--- config.mk ---
export PLATFORM = sky130hd
export DESIGN_NAME = risc_dmem_responder
export DESIGN_NICKNAME = d
export VERILOG_FILES = /design/src/rtl/risc_dmem_pkg.sv /design/src/rtl/risc_dmem_responder.sv
export SDC_FILE = /design/constraint.sdc
export NUM_CORES = 1
export LEC_CHECK = 0
export ABC_AREA = 1
export CORE_ASPECT_RATIO = 1.5
export CORE_MARGIN = 3
export CORE_UTILIZATION = 40
export DETAILED_ROUTE_END_ITERATION = 10
export SLEW_MARGIN = 20
export SYNTH_ARGS = -nofsm -noshare
export SYNTH_HDL_FRONTEND = slang
export SYNTH_SLANG_ARGS = --single-unit
--- constraint.sdc ---
create_clock -name clk -period 6.7 [get_ports clk]
set_input_delay 1.34 -clock clk [delete_from_list [all_inputs] [get_ports clk]]
set_output_delay 1.34 -clock clk [all_outputs]
set_load 0.005 [all_outputs]
--- src/rtl/risc_dmem_pkg.sv ---
// rtl/risc_dmem_pkg.sv - shared state encoding and default sizing for the data-memory responder
package risc_dmem_pkg;

    typedef enum logic [1:0] {
        IDLE = 2'd0,
        BUSY = 2'd1,
        RESP = 2'd2
    } state_t;

    localparam int DEPTH_DEFAULT       = 16;
    localparam int WAIT_CYCLES_DEFAULT = 2;

endpackage

--- src/rtl/risc_dmem_responder.sv ---
// rtl/risc_dmem_responder.sv - wait-state data memory with valid/ready request and response channels
module risc_dmem_responder
    import risc_dmem_pkg::*;
#(
    parameter int DEPTH       = DEPTH_DEFAULT,
    parameter int WAIT_CYCLES = WAIT_CYCLES_DEFAULT
) (
    input  logic       clk,
    input  logic       rst,
    input  logic       req_valid,
    output logic       req_ready,
    input  logic       req_we,
    input  logic [7:0] req_addr,
    input  logic [7:0] req_wdata,
    output logic       rsp_valid,
    input  logic       rsp_ready,
    output logic [7:0] rsp_rdata,
    output logic       rsp_err,
    input  logic [7:0] dbg_addr,
    output logic [7:0] dbg_data
);

    localparam int         AW     = (DEPTH > 1) ? $clog2(DEPTH) : 1;
    localparam logic [8:0] DEPTH9 = 9'(DEPTH);

    state_t      state, state_d;
    logic [3:0]  cnt, cnt_d;
    logic        do_access;
    logic        accept;

    logic        we_q;
    logic [7:0]  addr_q;
    logic [7:0]  wdata_q;
    logic [7:0]  rdata_q;
    logic        err_q;

    logic        acc_we;
    logic [7:0]  acc_addr;
    logic [7:0]  acc_wdata;
    logic        acc_in_range;
    logic        dbg_in_range;

    logic [7:0]  mem [DEPTH];

    assign accept = (state == IDLE) && req_valid;

    always_comb begin
        state_d   = state;
        cnt_d     = cnt;
        do_access = 1'b0;
        case (state)
            IDLE: begin
                if (req_valid) begin
                    if (WAIT_CYCLES == 0) begin
                        state_d   = RESP;
                        do_access = 1'b1;
                    end else begin
                        state_d = BUSY;
                        cnt_d   = 4'(WAIT_CYCLES);
                    end
                end
            end
            BUSY: begin
                if (cnt <= 4'd1) begin
                    cnt_d     = 4'd0;
                    state_d   = RESP;
                    do_access = 1'b1;
                end else begin
                    cnt_d = cnt - 4'd1;
                end
            end
            RESP: begin
                if (rsp_ready) begin
                    state_d = IDLE;
                end
            end
            default: begin
                state_d = IDLE;
                cnt_d   = 4'd0;
            end
        endcase
    end

    // With zero wait states the access happens on the accept edge, so it must use the live request.
    always_comb begin
        acc_we    = we_q;
        acc_addr  = addr_q;
        acc_wdata = wdata_q;
        if (state == IDLE) begin
            acc_we    = req_we;
            acc_addr  = req_addr;
            acc_wdata = req_wdata;
        end
    end

    assign acc_in_range = {1'b0, acc_addr} < DEPTH9;
    assign dbg_in_range = {1'b0, dbg_addr} < DEPTH9;

    always_ff @(posedge clk) begin
        if (rst) begin
            state   <= IDLE;
            cnt     <= 4'd0;
            we_q    <= 1'b0;
            addr_q  <= 8'd0;
            wdata_q <= 8'd0;
            rdata_q <= 8'd0;
            err_q   <= 1'b0;
            for (int i = 0; i < DEPTH; i++) begin
                mem[i] <= 8'd0;
            end
        end else begin
            state <= state_d;
            cnt   <= cnt_d;
            if (accept) begin
                we_q    <= req_we;
                addr_q  <= req_addr;
                wdata_q <= req_wdata;
            end
            if (do_access) begin
                if (!acc_in_range) begin
                    rdata_q <= 8'd0;
                    err_q   <= 1'b1;
                end else if (acc_we) begin
                    mem[acc_addr[AW-1:0]] <= acc_wdata;
                    rdata_q               <= 8'd0;
                    err_q                 <= 1'b0;
                end else begin
                    rdata_q <= mem[acc_addr[AW-1:0]];
                    err_q   <= 1'b0;
                end
            end
        end
    end

    assign req_ready = (state == IDLE);
    assign rsp_valid = (state == RESP);
    assign rsp_rdata = (state == RESP) ? rdata_q : 8'd0;
    assign rsp_err   = (state == RESP) ? err_q : 1'b0;
    assign dbg_data  = dbg_in_range ? mem[dbg_addr[AW-1:0]] : 8'd0;

endmodule

==> results of run 1 <==
## cells in the final DEF, fill, tap and decap left out
master and instances:
sky130_fd_sc_hd__nand2_1 330, sky130_fd_sc_hd__nor2_1 170, sky130_fd_sc_hd__inv_1 168, sky130_fd_sc_hd__edfxtp_1 128, sky130_fd_sc_hd__a21oi_1 101, sky130_fd_sc_hd__nand3_1 88, sky130_fd_sc_hd__o21ai_0 85, sky130_fd_sc_hd__clkdlybuf4s50_1 46
sky130_fd_sc_hd__dfxtp_1 32, sky130_fd_sc_hd__buf_4 19, sky130_fd_sc_hd__clkbuf_16 18, sky130_fd_sc_hd__nand2_4 16, sky130_fd_sc_hd__o21ai_1 10, sky130_fd_sc_hd__nor2_2 7, sky130_fd_sc_hd__nand3b_1 6, sky130_fd_sc_hd__nor3_4 4
sky130_fd_sc_hd__clkinv_4 4, sky130_fd_sc_hd__inv_2 3, sky130_fd_sc_hd__inv_4 3, sky130_fd_sc_hd__inv_6 3, sky130_fd_sc_hd__clkinv_1 2, sky130_fd_sc_hd__nand2_2 2, sky130_fd_sc_hd__ha_1 2, sky130_fd_sc_hd__clkbuf_1 2
sky130_fd_sc_hd__or4_1 1, sky130_fd_sc_hd__o21ai_4 1, sky130_fd_sc_hd__nand3_4 1, sky130_fd_sc_hd__or2_2 1, sky130_fd_sc_hd__o21ai_2 1, sky130_fd_sc_hd__nor2_4 1, sky130_fd_sc_hd__nor3_1 1, sky130_fd_sc_hd__o21a_1 1
sky130_fd_sc_hd__nand4_1 1, sky130_fd_sc_hd__xor2_1 1, sky130_fd_sc_hd__a211oi_1 1, sky130_fd_sc_hd__clkinvlp_4 1, sky130_fd_sc_hd__inv_8 1, sky130_fd_sc_hd__buf_2 1
## flip-flops by register name (all words and copies together), names as in the netlist
name and flops:
wdata_q 8, cnt 4, we_q 1, mem 128
state 2, addr_q 8, err_q 1, rdata_q 8
## critical path: stages
cell                              delay (ps)
sky130_fd_sc_hd__clkdlybuf4s50_1         460
sky130_fd_sc_hd__buf_4                   380
sky130_fd_sc_hd__inv_1                   550
sky130_fd_sc_hd__a21oi_1                 260
sky130_fd_sc_hd__o21ai_0                 110
sky130_fd_sc_hd__nand3_1                 130
sky130_fd_sc_hd__nand3_1                 120
sky130_fd_sc_hd__a21oi_1                 170
sky130_fd_sc_hd__clkdlybuf4s50_1         520
## cell usage after synthesis, types with 6 or more instances
library cell                 n  share of area
sky130_fd_sc_hd__nand3b_1    6         0.0049
sky130_fd_sc_hd__nor2_2      7         0.0048
sky130_fd_sc_hd__nand3_1    88          0.048
sky130_fd_sc_hd__clkbuf_1   42          0.017
sky130_fd_sc_hd__nand2_1   330           0.13
sky130_fd_sc_hd__inv_1     168          0.068
sky130_fd_sc_hd__edfxtp_1  128           0.42
sky130_fd_sc_hd__buf_2      19          0.010
sky130_fd_sc_hd__nor2_1    170          0.069
sky130_fd_sc_hd__a21oi_1   101          0.055
sky130_fd_sc_hd__o21ai_1    10         0.0054
sky130_fd_sc_hd__dfxtp_1    32          0.070
sky130_fd_sc_hd__o21ai_0    85          0.046
sky130_fd_sc_hd__nand2_4    16          0.020
## cell type report
cell class / instances / area (um2) / area share
clock buffer: 20 / 457.9 / 0.04396
multi-input combinational: 832 / 3772 / 0.3622
sequential: 160 / 4484 / 0.4305
tap: 276 / 345.3 / 0.03315
inverter: 173 / 649.4 / 0.06234
timing repair buffer: 66 / 608.1 / 0.05838
clock inverter: 12 / 98.84 / 0.009490
## power by group
group	switching (mW)	total (mW)	internal [mW]
clock network	0.429	0.933	0.505
registers	0.0195	1.13	1.11
logic	0.481	0.650	0.169
total	0.929	2.72	1.79
## metal layers
layer / wire (um) / up-vias / global-route usage
li1: - / 3953 / -
met1: 11610 / 3725 / 0.2970
met2: 14310 / 285 / 0.4013
met3: 1686 / 58 / 0.03478
met4: 1107 / 0 / 0.09960
met5: 0 / - / 0
## how the worst max path moves through the flow
| stage | start | end | slack, ps |
|---|---|---|---|
| floorplan | dbg_addr[1] | dbg_data[5] | 3070 |
| global placement | dbg_addr[1] | dbg_data[5] | 1380 |
| detailed placement | dbg_addr[1] | dbg_data[1] | 1340 |
| CTS | dbg_addr[1] | dbg_data[5] | 1330 |
| global route | dbg_addr[1] | dbg_data[5] | 1110 |
| finish | dbg_addr[1] | dbg_data[6] | 1290 |
## cell families after synthesis
logic type | Yosys count | synth area share
AND/OR/NAND/NOR | 629 | 0.2951
AO/OA/AOI/OAI | 200 | 0.1109
buffers and inverters | 241 | 0.1033
XOR/XNOR | 1 | 0.0009514
adder cells (fa/ha/maj) | 2 | 0.002717
flip-flops | 160 | 0.4870
## metrics by stage
step | cells | power [mW] | instance area, um2 | utilization
after floorplan | 1233 | 1.571 | 9208 | -
after global placement | 1507 | 1.794 | 9859 | 0.4389
after detailed placement | 1507 | 1.797 | 9859 | 0.4389
after CTS | 1539 | 2.721 | 10420 | 0.4636
after global routing | 1539 | 2.832 | 10420 | 0.4636
final | 1539 | 2.716 | 10420 | 0.4636
==> reports/summary.md, run 1 <==
The run finished with clean final reports. The global routing usage summed across all routing layers is 0.2359, and the core outline area is 22470 um2. The run gives 0 as the number of setup buffers added after CTS. The critical path arrival is 4070 ps, and the number of placement rows is 67. Dividing the detail-routed wire length by the instance count gives 18.65 um. The number of nets in the synthesized netlist is 1264.

The remaining global-route overflow is 0. The routed design could run at a clock period as short as 5406 ps. The hold buffer count at cts was 0; the depth of the worst register-to-register path was 7.

The share of layout cells above drive strength 1 was 0.06888; the number of H-tree levels was 4. CTS saw 160 sinks. The share of the clock period used by the worst path after layout was 0.8068.

The cell sitting at the root of the clock tree is a sky130_fd_sc_hd__clkbuf_16. The count of cell types in the netlist was 33. The number of clock buffers added by TritonCTS is 17.

Quantity of I/O buffers inserted on ports: 47. The run gives 0.4098 as the effective utilization at floorplan. The required arrival time at the worst endpoint came out at 5360 ps. Timing would allow up to 185.0 MHz. The synthesized instance count was 1233.

Entering global routing, the biggest net connects 55 pins. Clock skew on the completed layout was measured at 11.07 ps. The worst-case IR drop observed on VDD is 0.1272 mV.

The count of final hold-check violations was 0; the transition time at the pin with the least slew margin was 1100 ps. The number of antenna diodes in the final layout is 0. The worst setup path is captured at an output port. The clock slew seen by the registers of the worst setup and hold paths works out to 60 ps. The detailed router finished its first iteration with 726 violations. The die outline width was 129.9 um; the initial antenna violation count was 0. OpenSTA, run right after detailed placement, puts the worst setup slack at 1344 ps. The post-detailed-route via-to-cell ratio is 5.212. The critical path launch point type is a primary input. Number of cells traversed by the worst hold path: 2. The path class of the tightest hold or removal check is flop to flop. TritonCTS built the clock tree. After synthesis, the mean cell area works out to 7.468 um2. The relative max-transition margin was 0.2646; the HPWL after detailed placement was 20.16 mm. Number of synthesized register bits: 160. The capture point of the worst reg-to-reg path was mem[11][3]$_SDFFCE_PN0P_. Setup repair after global routing left no endpoint under its margin.

The first global-routing pass estimated 43.95 mm of wire. Of all nets on the critical path, the largest fanout is 33. The vertical extent of the die came out at 191.8 um.

The fraction of registers with async set/reset is 0. For this run, the number of Yosys warnings is 0. The tools report the worst path setup slack after routing as 1294 ps. The first detailed-routing pass took 5 iterations.

The worst hold path terminates at wdata_q[3]$_SDFFE_PP0P_. The routed layout has 8021 vias. The post-route DRC violation count came out at 0. For this design the ratio of total power to cell area is 260.7 nW/um2. The logs give 0 for the final number of max-transition violations and 2 for the maximum root-to-sink buffer count. The logs give 7645 for the number of global-route vias before repair and 24910 um2 for the die area.

The run gives 454.5 ps as the worst hold slack after final layout. For this run, the leading register cell type out of synthesis is sky130_fd_sc_hd__edfxtp_1. Routability-driven placement finished with a final weighted congestion of 0.9442. Number of gates resized after cts: 0.

The number of antenna-violating nets in the routed design was 0. For this design the static power due to leakage is 4.749 nW. The startpoint identified for the worst hold timing path is wdata_q[3]$_SDFFE_PP0P_.

In this run, synthesis inferred 128 flip-flops with an integrated enable. The tool flagged a number of max-cap violations equal to 0. During I/O placement, the number of pins put on the boundary was 48. After routing, the total negative slack on setup checks comes to 0 ps. The final layout contains 1281 nets. The later pin in the worst-skew pair is clocked with a latency of 440 ps. Startpoint-to-endpoint class of the critical path: primary input to output port. The combined area of all synthesized cells came out at 9208 um2. In this run the critical register-to-register path is launched from state[1]$_SDFFE_PP0P_. The run gives 0.4870 as the sequential area share after synthesis. The run gives 0 as the count of endpoints failing setup in the final report. The logs give 28.71 mm for the total routed wirelength and 2293 for the number of fill cells. The tools report the internal reg-to-reg setup slack as 2820 ps. Compared with the post-synthesis result, the final layout area differs by 13.13%.
Note: power is estimated with default switching activity, not from simulation.
==> run 2: changes to the inputs <==
==> constraint.sdc (replaced) <==
create_clock -name clk -period 5.09 [get_ports clk]
set_input_delay 1.018 -clock clk [delete_from_list [all_inputs] [get_ports clk]]
set_output_delay 1.018 -clock clk [all_outputs]
set_load 0.005 [all_outputs]
==> run 2 against run 1 <==
Net effect:
- count of clock-buffer cells in the layout fell by 3
- sequential share of layout area fell by 0.42 points
- critical path depth fell by 1
- die area did not move
- highest routed layer unchanged
- global-route usage fell by 0.36 points
- sequential power rose by 32%
- core utilization rose by 0.45 points
- hold slack got worse by 1.8 ps
- first-iteration DRC count rose by 3.7%
- wire length fell by 2.2%
- clock power rose by 44%
- critical path type unchanged
==> reports/summary.md, run 2 (synthesis gave the netlist of run 1 again) <==
Most common library cell in the layout ignoring fill and taps: sky130_fd_sc_hd__nand2_1. The die is 191.8 um tall. Dividing total power by cell area gives a power density of 350.2 nW/um2. In this run, the number of DRC markers left after iteration 0 of detailed routing was 753. The post-route DRC violation count came out at 0.

In the layout the commonest cells are sky130_fd_sc_hd__nand2_1 (330), sky130_fd_sc_hd__nor2_1 (170), sky130_fd_sc_hd__inv_1 (168), sky130_fd_sc_hd__edfxtp_1 (128), sky130_fd_sc_hd__a21oi_1 (101). The area of placed instances is 9902 um2. The critical path is of the primary input to output port type. Buffers inserted during clock tree synthesis total 17. The total buffers and inverters traversed by the critical path is 3.

The run gives 0 as the final number of max-transition violations. Tracing the worst setup path back leads to its startpoint at dbg_addr[1]. In this run the post-CTS setup repair buffer count came out at 0.

The logs give 1285 for the post-layout net count and 4.799 nW for the static leakage. The tree is rooted in a sky130_fd_sc_hd__clkbuf_16. The area growth from synthesis to layout is 14.23%. Grouping stages by cell kind, the critical path spends the most delay in buffers and inverters.

Wires add up to 28.07 mm. After clock tree synthesis, the flow added hold-fix buffers numbering 0. The flip-flop count of the largest register after layout was 128. The run gives 0 as the count of final hold-check violations.

Path type of the worst min-delay path: flop to flop. For this block, the via count after detailed routing is 8200. STA puts the critical path data required time at 4070 ps.

The logs give 5 for the detailed-router iteration count before antenna repair and 9.706 ps for the clock tree skew after final layout. The final critical path time including I/O delays and setup is 4313 ps. Port buffering added 47 buffers. The worst path meets setup with 776.5 ps of slack. After clock tree synthesis, the clock-pin slew on the worst setup and hold paths is 70 ps. Entering global routing, the biggest net connects 55 pins.

The signal on the critical path passes through clkdlybuf4s50_1 > inv_1 > a21oi_1 > o21ai_0 > nand3_1 > nand3_1 > a21oi_1 > clkdlybuf4s50_1. For the final routed database, the setup TNS stands at 0 ps. TritonCTS built the clock tree. The critical path arrival is 3300 ps.

The number of placement rows is 67. The flow ran to the end, and the final reports show no timing, DRC or antenna violations. The share of the clock period used by the worst path after layout is 0.8474, and the average wire per cell in the routed design is 18.19 um. The die area is 24910 um2. Gates resized during post-CTS repair numbered 0. The first global-routing pass estimated 43.07 mm of wire. In this run the horizontal extent of the chip is 129.9 um. The worst setup path is launched from a primary input. After detailed routing, the number of vias per cell comes to 5.314. Setup repair after global routing left no endpoint under its margin. OpenSTA, run right after detailed placement, puts the worst setup slack at 800.2 ps. 48 I/O pins were placed. The tools report the final weighted congestion in routability-driven placement as 0.9923. At the later pin of the worst-skew pair, clock insertion delay measures 440 ps. The tools report the effective utilization at floorplan as 0.4098. Derived from the worst setup path, the maximum achievable clock frequency is 231.8 MHz.

The slowest stage of the critical path is the sky130_fd_sc_hd__clkdlybuf4s50_1 cell. For the number of antenna-violating nets in the routed design, the log shows 0. Along the worst path, the maximum fanout reaches 32. The tools report the number of clock sinks as 160. The global routing usage summed across all routing layers came out at 0.2323. Relative max-transition margin: 0.3101. The worst register-to-register path begins at state[1]$_SDFFE_PP0P_. Critical path's largest stage delay: 550 ps.

The HPWL after detailed placement came out at 19.39 mm. For the pin with the worst max-slew slack, the measured transition is 1034 ps. The initial antenna violation count came out at 0.

Setup violations remaining at the end of the flow were counted as 0. Across the VDD grid, the largest voltage drop is 0.1897 mV. The share of layout cells above drive strength 1 was 0.07340; the maximum root-to-sink buffer count was 2. The tools report the number of H-tree levels as 4.

In this run the most critical hold path is launched from wdata_q[3]$_SDFFE_PP0P_. Ranked by flip-flop count, first place goes to mem. The number of max-cap violations was 0; the number of global-route vias before repair was 7683.

The remaining global-route overflow was 0. The post-route cell area is 10520 um2. The run gives 0 as the number of diodes added for antenna fixing. STA classifies the critical path endpoint as an output port. In this run the standard cell core region covers 22470 um2.
## run 2: worst paths after layout
path                                           endpoint  slack, ps  cells after the start
worst min-delay path            wdata_q[3]$_SDFFE_PP0P_        450                      2
worst min register to register  wdata_q[3]$_SDFFE_PP0P_        450                      2
worst max-delay path                        dbg_data[1]        780                      8
worst max register to register  mem[9][3]$_SDFFCE_PN0P_       1940                      8
## run 2: tightest hold or removal path, stage by stage (launching register included)
cell                      delay (ps)
sky130_fd_sc_hd__dfxtp_1         300
sky130_fd_sc_hd__inv_1            60
sky130_fd_sc_hd__a21oi_1          50
## run 2: cell type report
class	instances	area, um2
flip-flops and latches	160	4484
fillers	2285	11950
clock inverters	15	190.2
clock buffers	17	425.4
well taps	276	345.3
inverters	173	649.4
multi-input cells	832	3772
repair buffers	70	650.6
## run 2: routing by layer
metal / GRT usage / share of wire / vias up
li1: - / - / 3971
met1: 0.2852 / 0.39 / 3836
met4: 0.1172 / 0.049 / 0
met2: 0.3953 / 0.51 / 314
met3: 0.03228 / 0.053 / 79
met5: 0 / 0 / -
## run 2: stage by stage
stage	power (mW)	util	hold WS, ps	cells
4_1_cts	3.693	0.4681	453.7	1543
6_report	3.683	0.4681	452.7	1543
2_1_floorplan	2.068	-	429.7	1233
3_3_place_gp	2.357	0.4407	437.7	1511
3_5_place_dp	2.363	0.4407	443.8	1511
5_1_grt	3.842	0.4681	473.1	1543
## run 2: report_power, final
part	switching (mW)	total, mW	internal [mW]
Sequential	0.0268	1.49	1.47
Combinational	0.621	0.848	0.227
Clock	0.594	1.34	0.749
